$ cat config.mk
export PLATFORM = sky130hd
export DESIGN_NAME = uart_rx_flat
export DESIGN_NICKNAME = d
export VERILOG_FILES = /design/src/rtl/uart_pkg.sv /design/src/rtl/uart_rx_if.sv /design/src/rtl/uart_rx_sync_2ff.sv /design/src/rtl/uart_rx.sv /design/src/flat_wrapper.sv
export SDC_FILE = /design/constraint.sdc
export NUM_CORES = 1
export LEC_CHECK = 0
export ABC_AREA = 1
export BUFFER_PORTS_ARGS = -buffer_cell sky130_fd_sc_hd__buf_2
export CORE_UTILIZATION = 45
export DETAILED_ROUTE_END_ITERATION = 7
export GPL_TIMING_DRIVEN = 0
export HOLD_SLACK_MARGIN = 0.1
export PLACE_DENSITY = 0.66
export SLEW_MARGIN = 20
export SYNTH_ARGS = -nofsm -noshare
export SYNTH_HDL_FRONTEND = slang
export SYNTH_HIERARCHICAL = 1
export SYNTH_SLANG_ARGS = --single-unit
$ cat constraint.sdc
create_clock -name clk -period 1.4 [get_ports clk]
set_clock_uncertainty 0.1 [all_clocks]
set_input_delay 0.14 -clock clk [delete_from_list [all_inputs] [get_ports clk]]
set_output_delay 0.14 -clock clk [all_outputs]
set_load 0.05 [all_outputs]
$ cat src/rtl/uart_pkg.sv
// -----------------------------------------------------------------------------
// uart_pkg -- shared types and constants for the UART receiver slice.
//
// Contents:
//   DEFAULT_CLKS_PER_BIT : default bit period in clk cycles (50 MHz / 115200)
//   DATA_W               : payload width carried on the receive interface
//   S_* constants        : receiver state encodings
//   uart_state_e         : receiver state type built on the S_* encodings
//
// Build option: UART_RX_PARITY_EN adds the PARITY state.
// -----------------------------------------------------------------------------
package uart_pkg;

    localparam int DEFAULT_CLKS_PER_BIT = 434;
    localparam int DATA_W               = 8;

    // Fixed encodings so the state register value is stable across builds.
    localparam logic [2:0] S_IDLE      = 3'd0;
    localparam logic [2:0] S_START     = 3'd1;
    localparam logic [2:0] S_DATA      = 3'd2;
`ifdef UART_RX_PARITY_EN
    localparam logic [2:0] S_PARITY    = 3'd3;
`endif
    localparam logic [2:0] S_STOP      = 3'd4;
    localparam logic [2:0] S_WAIT_IDLE = 3'd5;

    typedef enum logic [2:0] {
        ST_IDLE      = S_IDLE,
        ST_START     = S_START,
        ST_DATA      = S_DATA,
`ifdef UART_RX_PARITY_EN
        ST_PARITY    = S_PARITY,
`endif
        ST_STOP      = S_STOP,
        ST_WAIT_IDLE = S_WAIT_IDLE
    } uart_state_e;

endpackage

$ cat src/rtl/uart_rx_if.sv
// -----------------------------------------------------------------------------
// uart_rx_if -- serial input and byte-output handshake of the UART receiver.
//
// Signals:
//   rxd        : serial line, idle high, asynchronous to clk
//   data_out   : received byte, stable while data_valid = 1
//   data_valid : byte available, held until data_valid & data_ready
//   data_ready : consumer accepts the byte
//   frame_err  : one-cycle pulse, stop bit sampled low
//   overrun    : one-cycle pulse, completed byte dropped because buffer full
//   parity_err : one-cycle pulse, parity mismatch (0 unless UART_RX_PARITY_EN)
//
// Modports: slave = receiver side, master = line driver / byte consumer side.
// -----------------------------------------------------------------------------
interface uart_rx_if;
    import uart_pkg::*;

    logic              rxd;
    logic [DATA_W-1:0] data_out;
    logic              data_valid;
    logic              data_ready;
    logic              frame_err;
    logic              overrun;
    logic              parity_err;

    modport slave (
        input  rxd,
        input  data_ready,
        output data_out,
        output data_valid,
        output frame_err,
        output overrun,
        output parity_err
    );

    modport master (
        output rxd,
        output data_ready,
        input  data_out,
        input  data_valid,
        input  frame_err,
        input  overrun,
        input  parity_err
    );

endinterface

$ cat src/rtl/uart_rx_sync_2ff.sv
// -----------------------------------------------------------------------------
// sync_2ff -- two-flop synchronizer for a single asynchronous input.
//
// Parameters:
//   RST_VAL : value both flops take during reset
// Ports:
//   clk  : destination clock
//   rst  : asynchronous active-high reset
//   i_d  : asynchronous input
//   o_q  : synchronized output (two clk cycles of latency)
// -----------------------------------------------------------------------------
module sync_2ff #(
    parameter logic RST_VAL = 1'b1
) (
    input  logic clk,
    input  logic rst,
    input  logic i_d,
    output logic o_q
);

    logic r_meta;
    logic r_sync;

    always_ff @(posedge clk or posedge rst) begin
        if (rst) begin
            r_meta <= RST_VAL;
            r_sync <= RST_VAL;
        end else begin
            r_meta <= i_d;
            r_sync <= r_meta;
        end
    end

    assign o_q = r_sync;

endmodule

$ cat src/rtl/uart_rx.sv
// -----------------------------------------------------------------------------
// uart_rx -- 8N1 UART receiver with a one-byte output buffer.
//
// Parameters:
//   CLKS_PER_BIT : clk cycles per bit, 8..65535
//   DATA_BITS    : payload bits per frame (8)
// Ports:
//   clk  : system clock, rising edge
//   rst  : asynchronous active-high reset
//   bus  : uart_rx_if.slave (rxd in, byte handshake and error pulses out)
//
// Build option: define UART_RX_PARITY_EN to receive one even-parity bit
// between the data bits and the stop bit. Without it parity_err is tied 0.
// -----------------------------------------------------------------------------
module uart_rx
    import uart_pkg::*;
#(
    parameter int CLKS_PER_BIT = DEFAULT_CLKS_PER_BIT,
    parameter int DATA_BITS    = DATA_W
) (
    input  logic     clk,
    input  logic     rst,
    uart_rx_if.slave bus
);

    localparam int CNT_W = $clog2(CLKS_PER_BIT);
    localparam int IDX_W = $clog2(DATA_BITS);

    localparam logic [CNT_W-1:0] BIT_LAST  = CNT_W'(CLKS_PER_BIT - 1);
    localparam logic [CNT_W-1:0] HALF_LAST = CNT_W'(CLKS_PER_BIT / 2 - 1);
    localparam logic [IDX_W-1:0] IDX_LAST  = IDX_W'(DATA_BITS - 1);

    uart_state_e          r_state;
    logic [CNT_W-1:0]     r_cnt;
    logic [IDX_W-1:0]     r_bit_idx;
    logic [DATA_BITS-1:0] r_shift;
    logic                 r_frame_err;
    logic [DATA_W-1:0]    r_data_out;
    logic                 r_data_valid;
    logic                 r_overrun;

    logic                 w_rxd;
    logic                 w_half_tick;
    logic                 w_bit_tick;
    logic                 w_byte_done;

    // ---------------------------------------------------------------------
    // Input synchronizer; idle-high reset value so reset never looks like
    // a start bit.
    // ---------------------------------------------------------------------
    sync_2ff #(
        .RST_VAL (1'b1)
    ) u_sync (
        .clk (clk),
        .rst (rst),
        .i_d (bus.rxd),
        .o_q (w_rxd)
    );

    // START samples at mid-bit; every later sample is a full bit after the
    // previous one, so the sample point stays centred on each bit.
    assign w_half_tick = (r_cnt == HALF_LAST);
    assign w_bit_tick  = (r_cnt == BIT_LAST);

`ifdef UART_RX_PARITY_EN
    logic r_par_bad;
    logic r_parity_err;

    assign w_byte_done = (r_state == ST_STOP) && w_bit_tick && w_rxd && !r_par_bad;
    assign bus.parity_err = r_parity_err;
`else
    assign w_byte_done = (r_state == ST_STOP) && w_bit_tick && w_rxd;
    assign bus.parity_err = 1'b0;
`endif

    // ---------------------------------------------------------------------
    // Frame FSM
    // ---------------------------------------------------------------------
    always_ff @(posedge clk or posedge rst) begin
        if (rst) begin
            r_state     <= ST_IDLE;
            r_cnt       <= '0;
            r_bit_idx   <= '0;
            r_shift     <= '0;
            r_frame_err <= 1'b0;
`ifdef UART_RX_PARITY_EN
            r_par_bad    <= 1'b0;
            r_parity_err <= 1'b0;
`endif
        end else begin
            r_frame_err <= 1'b0;
`ifdef UART_RX_PARITY_EN
            r_parity_err <= 1'b0;
`endif
            case (r_state)
                ST_IDLE: begin
                    r_cnt     <= '0;
                    r_bit_idx <= '0;
`ifdef UART_RX_PARITY_EN
                    r_par_bad <= 1'b0;
`endif
                    if (!w_rxd) r_state <= ST_START;
                end

                ST_START: begin
                    if (w_half_tick) begin
                        r_cnt <= '0;
                        // A line back high at mid-start is a glitch: drop silently.
                        r_state <= w_rxd ? ST_IDLE : ST_DATA;
                    end else begin
                        r_cnt <= r_cnt + 1'b1;
                    end
                end

                ST_DATA: begin
                    if (w_bit_tick) begin
                        r_cnt     <= '0;
                        // LSB first: new bits enter at the top and shift down.
                        r_shift   <= {w_rxd, r_shift[DATA_BITS-1:1]};
                        r_bit_idx <= r_bit_idx + 1'b1;
                        if (r_bit_idx == IDX_LAST) begin
`ifdef UART_RX_PARITY_EN
                            r_state <= ST_PARITY;
`else
                            r_state <= ST_STOP;
`endif
                        end
                    end else begin
                        r_cnt <= r_cnt + 1'b1;
                    end
                end

`ifdef UART_RX_PARITY_EN
                ST_PARITY: begin
                    if (w_bit_tick) begin
                        r_cnt   <= '0;
                        r_state <= ST_STOP;
                        // Even parity: data bits plus parity bit have even weight.
                        if (w_rxd != (^r_shift)) begin
                            r_par_bad    <= 1'b1;
                            r_parity_err <= 1'b1;
                        end
                    end else begin
                        r_cnt <= r_cnt + 1'b1;
                    end
                end
`endif

                ST_STOP: begin
                    if (w_bit_tick) begin
                        r_cnt <= '0;
`ifdef UART_RX_PARITY_EN
                        r_par_bad <= 1'b0;
`endif
                        if (w_rxd) begin
                            r_state <= ST_IDLE;
                        end else begin
                            r_frame_err <= 1'b1;
                            r_state     <= ST_WAIT_IDLE;
                        end
                    end else begin
                        r_cnt <= r_cnt + 1'b1;
                    end
                end

                // Hold off until the line returns high so a break reports
                // a single frame error instead of a stream of them.
                ST_WAIT_IDLE: begin
                    r_cnt <= '0;
                    if (w_rxd) r_state <= ST_IDLE;
                end

                default: begin
                    r_cnt   <= '0;
                    r_state <= ST_IDLE;
                end
            endcase
        end
    end

    // ---------------------------------------------------------------------
    // One-byte output buffer. A completed byte loads when the buffer is
    // empty or is being drained in the same cycle; otherwise it is dropped
    // and flagged, keeping the byte the consumer has not yet taken.
    // ---------------------------------------------------------------------
    always_ff @(posedge clk or posedge rst) begin
        if (rst) begin
            r_data_out   <= '0;
            r_data_valid <= 1'b0;
            r_overrun    <= 1'b0;
        end else begin
            r_overrun <= 1'b0;
            if (w_byte_done) begin
                if (!r_data_valid || bus.data_ready) begin
                    r_data_out   <= r_shift;
                    r_data_valid <= 1'b1;
                end else begin
                    r_overrun <= 1'b1;
                end
            end else if (r_data_valid && bus.data_ready) begin
                r_data_valid <= 1'b0;
            end
        end
    end

    assign bus.data_out   = r_data_out;
    assign bus.data_valid = r_data_valid;
    assign bus.frame_err  = r_frame_err;
    assign bus.overrun    = r_overrun;

endmodule

$ cat src/flat_wrapper.sv
// flat-port wrapper written by rule: the top's interface ports become plain ports
module uart_rx_flat import uart_pkg::*;
#(
    parameter int CLKS_PER_BIT = DEFAULT_CLKS_PER_BIT,
    parameter int DATA_BITS    = DATA_W
)
  (clk, rst, bus_rxd, bus_data_ready, bus_data_out, bus_data_valid, bus_frame_err, bus_overrun, bus_parity_err);
  uart_rx_if bus_i ();
  input  logic clk;
  input  logic rst;
  input wire logic [$bits(bus_i.rxd)-1:0] bus_rxd;
  input wire logic [$bits(bus_i.data_ready)-1:0] bus_data_ready;
  output wire logic [$bits(bus_i.data_out)-1:0] bus_data_out;
  output wire logic [$bits(bus_i.data_valid)-1:0] bus_data_valid;
  output wire logic [$bits(bus_i.frame_err)-1:0] bus_frame_err;
  output wire logic [$bits(bus_i.overrun)-1:0] bus_overrun;
  output wire logic [$bits(bus_i.parity_err)-1:0] bus_parity_err;
  assign bus_i.rxd = bus_rxd;
  assign bus_i.data_ready = bus_data_ready;
  assign bus_data_out = bus_i.data_out;
  assign bus_data_valid = bus_i.data_valid;
  assign bus_frame_err = bus_i.frame_err;
  assign bus_overrun = bus_i.overrun;
  assign bus_parity_err = bus_i.parity_err;
  uart_rx #(.CLKS_PER_BIT(CLKS_PER_BIT), .DATA_BITS(DATA_BITS)) u_core (.clk(clk), .rst(rst), .bus(bus_i));
endmodule
==> impl_metrics.json <==
{
  "cp_data_arrival_time_ns": 1.73,
  "syn_inst": 203,
  "ys_async_sr_fraction": 1.00,
  "period_minus_slack_ns": 1.60,
  "min_path_cells": 0,
  "die_area_um2": 4110,
  "root_buffer": "clkbuf_8",
  "hpwl_mm": 2.16,
  "vias_per_cell": 4.91,
  "fin_crit_sh": 1.14,
  "slowest_delay_ns": 0.40,
  "yosys_warnings": 6,
  "critPathKind": "reg -> reg",
  "reg2reg_to": "u_core/r_state[0]",
  "rows": 22,
  "track_usage": 0.174,
  "synth_edf_count": 0,
  "p_leak_nw": 1.12,
  "drv_cap": 0,
  "syn_avg_cell_area_um2": 8.56,
  "die_w_um": 64.1,
  "clk_path_buf_depth": 2,
  "netlist_top_cells_area": "dfrtp_1, nand2_1, inv_1, nand3_1, o21ai_2",
  "timing.final.ws_setup_ns": -0.201,
  "place_inst": 265,
  "powerDensity_nw_per_um2": 867,
  "power.total_mw": 2.00,
  "hold_violations": 0,
  "drv_slew": 0,
  "grt_pass1_wl_mm": 5.40,
  "status": "finished with violations",
  "drive_gt1_frac": 0.351,
  "stdcell_area_um2": 2310,
  "via_count": 1423,
  "grt_overflow": 0,
  "cts_max_level": 2,
  "numCtsBuffers": 5,
  "post_dp_cell_area_um2": 1880,
  "drtPass1Iterations": 4,
  "yosys.area.top_type": "dfrtp_1",
  "violations": "setup timing",
  "cp_slowest_cell": "dfrtp_1",
  "wire_per_inst_um": 12.2,
  "clk_latency_ns": 0.29,
  "ff_latch_area_um2": 907,
  "hold_path.class": "reg -> reg",
  "stdcell_count": 290,
  "path_cells": "inv_2, buf_4, ha_4, nand2_1, nor2_1, nand2_1, nand2_2, buf_6, nand4_1, nand2_1",
  "core_um2": 3690,
  "diodes": 0,
  "start_util": 0.471,
  "gp_congestion": 0.810,
  "antenna_found_initial": 0,
  "final_nets": 250,
  "slew_headroom": 0.523,
  "multiInputGateArea_um2": 816,
  "dp_worst_setup_slack_ns": -0.235,
  "finalSetupViolations": 31,
  "synth_ff_type": "dfrtp_1",
  "grt_pass1_vias": 1222,
  "drt_wl_total_mm": 3.54,
  "r2r-start": "u_core/r_cnt[1]",
  "cp.required_ns": 1.53,
  "tns_ns": -3.76,
  "r2r_slack_ns": -0.20,
  "ant_nets": 0,
  "tightest_slew_ns": 0.714,
  "drtIter0Drc": 83,
  "ir_drop_mv": 0.573,
  "finalHoldWorstSlack_ns": 0.258,
  "syn_to_final_growth_pct": 32.9,
  "synth_cell_types": 25,
  "grt_max_degree": 35,
  "dieHeight_um": 64.1,
  "synthesis.nets": 212,
  "rr_worst_depth": 10,
  "path_max_fanout": 5,
  "syn_area_um2": 1740,
  "max_freq_mhz": 624,
  "end_kind": "register",
  "ys_seq_area_frac": 0.520,
  "crit_path_frequent_cell": "nand2_1",
  "finish.utilization": 0.626,
  "clk_pin_slew_ns": 0.07,
  "hp-start": "u_core/u_sync/r_meta",
  "nFillCells": 312,
  "portBuffers": 14,
  "rsz0062_at_grt": "yes",
  "hold-path-endpoint": "u_core/u_sync/o_q",
  "synth_seq_cells": 36,
  "drc_errors": 0,
  "pin_count": 16,
  "synth_top_area_frac": 0.490,
  "cts_tree": "built",
  "crit_path_start_kind": "register",
  "cts_sinks": 36
}
-- area by class of cell --
type	count	share of cell area
sequential	36	0.393
multi-input combinational	133	0.353
timing repair buffer	31	0.104
inverter	28	0.0466
clock buffer	5	0.0298
buffer	6	0.0293
tap	48	0.0260
clock inverter	3	0.0184
-- synth_stat cells, types with 3 or more instances --
| cell | number |
|---|---|
| nand2_1 | 55 |
| o21ai_1 | 9 |
| buf_2 | 3 |
| nor2_1 | 14 |
| o21ai_2 | 8 |
| ha_1 | 5 |
| inv_1 | 27 |
| nand3_1 | 15 |
| nand4_1 | 5 |
| dfrtp_1 | 34 |
| a21oi_1 | 8 |
-- flip-flops by register name, indices dropped and copies added, names as in the netlist --
signal / flops
u_core/u_sync/o_q: 1
u_core/r_shift: 8
u_core/bus.data_out: 8
u_core/bus.overrun: 1
u_core/r_cnt: 9
u_core/r_state: 3
u_core/u_sync/r_meta: 1
u_core/r_bit_idx: 3
u_core/bus.frame_err: 1
u_core/bus.data_valid: 1
-- placed cells by master, fill, tap and decap left out, types with 3 or more instances in the layout --
cell type and instances:
o21ai_1 10, inv_2 3, buf_2 14, buf_6 8
nor2_2 4, clkbuf_8 5, inv_1 24, dfrtp_2 3
a21oi_1 8, nand4_1 5, nand2_2 7, dfrtp_1 31
buf_4 10, nand2_1 45, nand2_4 5, dlygate4sd3_1 3
nand3_1 14, nor2_1 10, o21ai_2 8, ha_4 3
-- repair_timing --
| action | CTS | global route |
|---|---|---|
| pin swaps | 2 | 8 |
| endpoints found under the setup margin | 30 | 31 |
| cloned | 1 | 1 |
| endpoints found under the hold margin | 39 | 0 |
| buffers inserted | 8 | 4 |
| hold buffers | 3 | 0 |
| resized for setup | 17 | 31 |
-- routing by layer --
metal | vias to the layer above | global-route usage | wire (um)
met2 | 36 | 0.274 | 1690
met4 | 0 | 0.0583 | 40
met5 | - | 0 | 0
met3 | 5 | 0.0536 | 154
met1 | 667 | 0.229 | 1650
li1 | 715 | - | -
-- power by group --
group | total, mW | internal [mW] | switching [mW]
Combinational | 0.0422 | 0.0116 | 0.0306
Clock | 0.914 | 0.527 | 0.387
Sequential | 1.05 | 1.04 | 0.00169
Total | 2.00 | 1.58 | 0.419
-- worst max-delay path by stage --
stage | startpoint | endpoint | slack (ns) | cells past startpoint
floorplan | u_core/r_cnt[1] | u_core/bus.data_out[0] | -0.09 | 10
global placement | u_core/r_cnt[1] | u_core/bus.data_out[1] | -0.21 | 10
detailed placement | u_core/r_cnt[1] | u_core/bus.data_out[1] | -0.24 | 10
CTS | u_core/r_cnt[1] | u_core/bus.data_out[2] | -0.16 | 10
global route | u_core/r_cnt[1] | u_core/r_state[0] | -0.29 | 10
finish | u_core/r_cnt[1] | u_core/r_state[0] | -0.20 | 10
-- worst max-delay path, delay by kind of cell, from the launching register on --
family	cells	cell delay [ns]
simple gates	6	0.57
flops	1	0.40
buf+inv	3	0.36
fa+ha+maj	1	0.11
-- logic make-up after synthesis --
kind of cell,after synthesis,synth area share
adders and majority gates,5,0.0360
xor gates and xnor gates,3,0.0151
other,1,0.00216
buffers and inverters,34,0.0857
DFF,36,0.520
and+or+nand+nor,96,0.242
AOI/OAI and AO/OA,28,0.0994
Note: power is estimated with default switching activity, not from simulation.
